===== src/rtl/keypad_pkg.sv =====
// Shared types and key-map helpers for the 6x4 calculator keypad front end.
package keypad_pkg;

  typedef enum logic [1:0] {SCAN, DEBOUNCE, EMIT, WAIT_RELEASE} state_t;
  typedef enum logic [1:0] {HEX, OP, EQ, NONE} key_class_t;

  localparam int NUM_ROWS = 6;
  localparam int NUM_COLS = 4;
  localparam int ROW_OPS  = 4;
  localparam int ROW_EQ   = 5;
  localparam int COL_EQ   = 0;

  // Rows below the operator row are hex digits; row 5 holds only the equals key.
  function automatic key_class_t key_class(input logic [2:0] r, input logic [1:0] c);
    key_class_t k;
    if (r < 3'(ROW_OPS))
      k = HEX;
    else if (r == 3'(ROW_OPS))
      k = OP;
    else if (r == 3'(ROW_EQ) && c == 2'(COL_EQ))
      k = EQ;
    else
      k = NONE;
    return k;
  endfunction

endpackage


===== src/rtl/sync_2ff.sv =====
// Two-flop synchronizer; resets to all ones so idle active-low lines read as released.
module sync_2ff #(
  parameter int WIDTH = 1
) (
  input  logic             clock,
  input  logic             reset,
  input  logic [WIDTH-1:0] d,
  output logic [WIDTH-1:0] q
);

  logic [WIDTH-1:0] meta;

  always_ff @(posedge clock) begin
    if (reset) begin
      meta <= '1;
      q    <= '1;
    end else begin
      meta <= d;
      q    <= meta;
    end
  end

endmodule


===== src/rtl/keypad_encoder.sv =====
// Scans the key matrix, debounces press and release, and emits one pulse per accepted key.
module keypad_encoder
  import keypad_pkg::*;
#(
  parameter int SETTLE          = 4,
  parameter int DEBOUNCE_CYCLES = 16
) (
  input  logic       clock,
  input  logic       reset,
  output logic [3:0] col_n,
  input  logic [5:0] row_n,
  output logic       newhex,
  output logic [3:0] hexcode,
  output logic       newop,
  output logic [1:0] opcode,
  output logic       eq
);

  localparam int CNT_MAX = (SETTLE > DEBOUNCE_CYCLES) ? SETTLE : DEBOUNCE_CYCLES;
  localparam int CNT_W   = $clog2(CNT_MAX + 1);
  localparam logic [CNT_W-1:0] SETTLE_V = CNT_W'(SETTLE);
  localparam logic [CNT_W-1:0] DEB_LAST = CNT_W'(DEBOUNCE_CYCLES - 1);

  logic [NUM_ROWS-1:0] rows_s;
  state_t              state, state_nx;
  logic [1:0]          col, col_nx;
  logic [2:0]          row, row_nx;
  logic [CNT_W-1:0]    settle_cnt, settle_nx;
  logic [CNT_W-1:0]    deb_cnt, deb_nx;
  logic [3:0]          hexcode_nx;
  logic [1:0]          opcode_nx;
  logic                any_low;
  logic [2:0]          low_row;
  logic                held_ok;
  logic                pulse;
  key_class_t          cls;

  sync_2ff #(.WIDTH(NUM_ROWS)) u_row_sync (
    .clock (clock),
    .reset (reset),
    .d     (row_n),
    .q     (rows_s)
  );

  // Lowest-index low row wins when several keys in the driven column are down.
  always_comb begin
    any_low = 1'b0;
    low_row = '0;
    for (int i = NUM_ROWS - 1; i >= 0; i--) begin
      if (!rows_s[i]) begin
        any_low = 1'b1;
        low_row = 3'(i);
      end
    end
  end

  assign held_ok = !rows_s[row] && (low_row == row);
  assign cls     = key_class(row, col);

  always_comb begin
    state_nx   = state;
    col_nx     = col;
    row_nx     = row;
    settle_nx  = settle_cnt;
    deb_nx     = deb_cnt;
    hexcode_nx = hexcode;
    opcode_nx  = opcode;
    case (state)
      SCAN: begin
        if (settle_cnt < SETTLE_V) begin
          settle_nx = settle_cnt + 1'b1;
        end else if (any_low) begin
          row_nx   = low_row;
          deb_nx   = '0;
          state_nx = DEBOUNCE;
        end else begin
          col_nx    = col + 2'd1;
          settle_nx = '0;
        end
      end
      DEBOUNCE: begin
        if (held_ok) begin
          if (deb_cnt >= DEB_LAST) begin
            // Codes load on the entry edge so they are stable alongside the pulse.
            state_nx = EMIT;
            deb_nx   = '0;
            case (cls)
              HEX:     hexcode_nx = {row[1:0], col};
              OP:      opcode_nx  = col;
              default: ;
            endcase
          end else begin
            deb_nx = deb_cnt + 1'b1;
          end
        end else begin
          state_nx  = SCAN;
          settle_nx = '0;
          deb_nx    = '0;
        end
      end
      EMIT: begin
        state_nx = WAIT_RELEASE;
        deb_nx   = '0;
      end
      WAIT_RELEASE: begin
        if (rows_s[row]) begin
          if (deb_cnt >= DEB_LAST) begin
            state_nx  = SCAN;
            col_nx    = col + 2'd1;
            settle_nx = '0;
            deb_nx    = '0;
          end else begin
            deb_nx = deb_cnt + 1'b1;
          end
        end else begin
          deb_nx = '0;
        end
      end
      default: state_nx = SCAN;
    endcase
  end

  always_ff @(posedge clock) begin
    if (reset) begin
      state      <= SCAN;
      col        <= '0;
      row        <= '0;
      settle_cnt <= '0;
      deb_cnt    <= '0;
      hexcode    <= '0;
      opcode     <= '0;
    end else begin
      state      <= state_nx;
      col        <= col_nx;
      row        <= row_nx;
      settle_cnt <= settle_nx;
      deb_cnt    <= deb_nx;
      hexcode    <= hexcode_nx;
      opcode     <= opcode_nx;
    end
  end

  // Gating with reset suppresses a pulse whose EMIT clock coincides with reset.
  assign pulse  = (state == EMIT) && !reset;
  assign newhex = pulse && (cls == HEX);
  assign newop  = pulse && (cls == OP);
  assign eq     = pulse && (cls == EQ);
  assign col_n  = ~(4'b0001 << col);

endmodule


===== config.mk =====
export PLATFORM = sky130hd
export DESIGN_NAME = keypad_encoder
export DESIGN_NICKNAME = d
export VERILOG_FILES = /design/src/rtl/keypad_pkg.sv /design/src/rtl/sync_2ff.sv /design/src/rtl/keypad_encoder.sv
export SDC_FILE = /design/constraint.sdc
export NUM_CORES = 1
export LEC_CHECK = 0
export BUFFER_PORTS_ARGS = -buffer_cell sky130_fd_sc_hd__buf_4
export CORE_MARGIN = 10
export CORE_UTILIZATION = 51
export DETAILED_ROUTE_END_ITERATION = 12
export GPL_ROUTABILITY_DRIVEN = 0
export PLACE_DENSITY = 0.76
export SYNTH_ARGS = -nofsm -noshare
export SYNTH_HDL_FRONTEND = slang
export SYNTH_SLANG_ARGS = --single-unit
export TNS_END_PERCENT = 30

===== constraint.sdc =====
create_clock -name clock -period 2.5 [get_ports clock]
set_input_delay 0.25 -clock clock [delete_from_list [all_inputs] [get_ports clock]]
set_output_delay 0.25 -clock clock [all_outputs]
set_load 0.02 [all_outputs]

==> flow_metrics.tcl <==
set metrics [dict create \
    mostFrequentLayoutCells "dfxtp_1 (34), buf_4 (23), nor2_1 (16), nand2_1 (16), or2_2 (13)" \
    clock_skew_ns 0.0132 \
    layout.cells.non_filler 248 \
    grt_pass1_wl_um 5640 \
    drt-total-wl_um 3370 \
    antenna_found_initial 0 \
    die_x_um 76.7 \
    worst_pin_slew_ns 0.718 \
    dp_hpwl_um 2540 \
    grt.total_usage_pct 11.6 \
    netlist_instances 182 \
    wl_per_cell_um 13.6 \
    synthDistinctLibCells 38 \
    grt_pass1_vias 1303 \
    hold_viol_final 0 \
    ys_seq_area_share_pct 42.7 \
    hp-class "input pin to register" \
    cts_buffers 5 \
    grt_start_max_net_pins 36 \
    area_delta_synth_final_pct 14.4 \
    drv_cap 0 \
    syn_nets 197 \
    start_util_pct 53.3 \
    rsz0062_at_grt "yes" \
    powerDensity_mw_per_mm2 499 \
    cts_tree "built" \
    yosysWarnings 0 \
    ctsHtreeMaxLevel 2 \
    first_iter_violations 162 \
    p_leak_nw 0.724 \
    worst-r2r-setup-slack_ns 0.06 \
    crit_start "row[0]" \
    setup-tns-final_ns 0 \
    synth_seq_cells 35 \
    worst-path-max-fanout 9 \
    clk_pin_slew_ns 0.10 \
    reg2reg_depth 6 \
    layout.nets 220 \
    overflow 0 \
    layout_commonest_cell "dfxtp_1" \
    rr_endpoint "deb_cnt[3]" \
    drive_above_1_share_pct 23.5 \
    critPathLaunchType "register" \
    diodes 0 \
    irDropWorstVdd_mv 0.392 \
    status "complete, no violations" \
    r2r_start "row[0]" \
    numClockSinks 35 \
    core-area_sq_mm 0.00308 \
    fin_crit_sh_pct 97.8 \
    dieArea_sq_mm 0.00589 \
    syn_area_sq_mm 0.00164 \
    root_buffer "clkbuf_4" \
    cp-end-kind "register" \
    slew_viol_final 0 \
    drc_errors 0 \
    cp_data_required_time_ns 2.74 \
    numPortBuffers 20 \
    clkLatencyLatePin_ns 0.33 \
    finalCriticalPeriod_ns 2.44 \
    crit_path_end "deb_cnt[3]" \
    syn_area_per_cell_sq_um 9.02 \
    max_freq_mhz 409 \
    cts_buffer_depth 2 \
    drtPass1Iterations 4 \
    path_class "register to register" \
    io_pins 21 \
    avgViaCountPerCell 5.47 \
    ctsHoldBuffers 0 \
    slew_headroom_pct 51.7 \
    die_h_um 76.7 \
    dp_cells 241 \
    setup_viol 0 \
    num_vias 1356 \
    antenna_left 0 \
    worstPathArrival_ns 2.68 \
    rows 20 \
]
-- cell families (layout without fill, tap and decap cells) --
family                   count (synthesis)  in the layout  synth area share [%]
AO/OA/AOI/OAI                           30             30                  12.9
XOR/XNOR                                 2              2                  1.07
adder cells (fa/ha/maj)                  7              7                  5.34
buffers and inverters                   19             41                  4.80
flip-flops                              35             35                  42.7
multiplexers                            10             10                  6.55
AND/OR/NAND/NOR                         79             79                  26.7
-- synth_stat cells, drive strengths merged --
master	instances	area, sq um
dfxtp	35	701
nand2	16	60.1
nor2	16	60.1
or2	13	81.3
inv	12	45.0
a21oi	8	40.0
ha	7	87.6
mux2i	7	70.1
nor3	7	35.0
o21ai	7	35.0
clkbuf	6	22.5
nand3	5	25.0
nand3b	5	37.5
nor2b	4	25.0
mux2	3	37.5
nand4b	3	26.3
a311oi	2	17.5
a31oi	2	12.5
and2	2	12.5
and3	2	12.5
and4	2	17.5
nor4b	2	17.5
o221ai	2	23.8
o22ai	2	18.8
o32ai	2	17.5
xnor2	2	17.5
a21o	1	7.51
a222oi	1	10.0
a22oi	1	7.51
a32oi	1	8.76
buf	1	11.3
nand2b	1	6.26
nor4	1	21.3
o211ai	1	12.5
-- what timing repair did --
| item | in CTS | in global routing |
|---|---|---|
| buffers inserted | 0 | 1 |
| pin swaps | 0 | 2 |
| resized for setup | 1 | 0 |
| cloned | 0 | 0 |
| hold endpoints to repair | 0 | 0 |
| endpoints found under the setup margin | 4 | 6 |
-- metal layers --
| metal | part of all wire, % | vias to the layer above | wire [um] | track usage [%] |
|---|---|---|---|---|
| li1 | - | 687 | - | - |
| met1 | 44 | 629 | 1480 | 12.2 |
| met2 | 49 | 34 | 1660 | 19.4 |
| met3 | 4.7 | 6 | 157 | 4.31 |
| met4 | 2.0 | 0 | 68 | 6.88 |
| met5 | 0 | - | 0 | 0 |
-- state kept, by name, summed over array words and instances (netlist names), named ones only --
register         count
hexcode              4
state                1
opcode               2
row                  3
u_row_sync.q         6
settle_cnt           5
col                  2
deb_cnt              5
u_row_sync.meta      6
-- power breakdown --
group	total [W]	leakage, nW	internal, W	switching [W]
Clock	0.000265	0.0242	0.0000999	0.000165
Combinational	0.0000827	0.414	0.0000373	0.0000454
Sequential	0.000589	0.286	0.000575	0.0000135
Total	0.000936	0.724	0.000713	0.000224
-- stage by stage --
step / utilization, % / setup WS (ns) / instance area (sq um) / power, W / hold slack (ns)
5_1_grt: 61.0 / -0.0115 / 1880 / 0.000986 / 0.0799
4_1_cts: 60.8 / 0.0630 / 1870 / 0.000947 / 0.0804
3_3_place_gp: 59.4 / 0.190 / 1830 / 0.000679 / 0.392
3_5_place_dp: 59.4 / -0.0260 / 1830 / 0.000685 / 0.395
2_1_floorplan: - / 0.0810 / 1640 / 0.000658 / 0.354
6_report: 61.0 / 0.0562 / 1880 / 0.000936 / 0.0909
-- worst min-delay path by stage --
stage / start / endpoint / slack [ns] / depth (start not counted)
finish: row_n[4] / u_row_sync.meta[4] / 0.09 / 2
global route: row_n[5] / u_row_sync.meta[5] / 0.08 / 2
CTS: row_n[4] / u_row_sync.meta[4] / 0.08 / 2
detailed placement: u_row_sync.meta[5] / u_row_sync.q[5] / 0.40 / 1
global placement: u_row_sync.meta[1] / u_row_sync.q[1] / 0.39 / 1
floorplan: row_n[0] / u_row_sync.meta[0] / 0.35 / 1
-- cell type report --
type                            count  area, sq um
Tap cell                           44         55.1
Multi-Input combinational cell    128          862
Fill cell                         282         1200
Inverter                           12         45.0
Timing Repair Buffer               23          173
Sequential cell                    35          702
Clock buffer                        6         41.3
-- worst max-delay path, stage by stage, from the launching register on --
cell and delay (ns):
dfxtp_2 0.44, mux2_4 0.32, a222oi_1 0.50, o221ai_2 0.29, o22ai_2 0.39, a21oi_1 0.13
o32ai_1 0.29
Power figures use the tool's default switching activity.
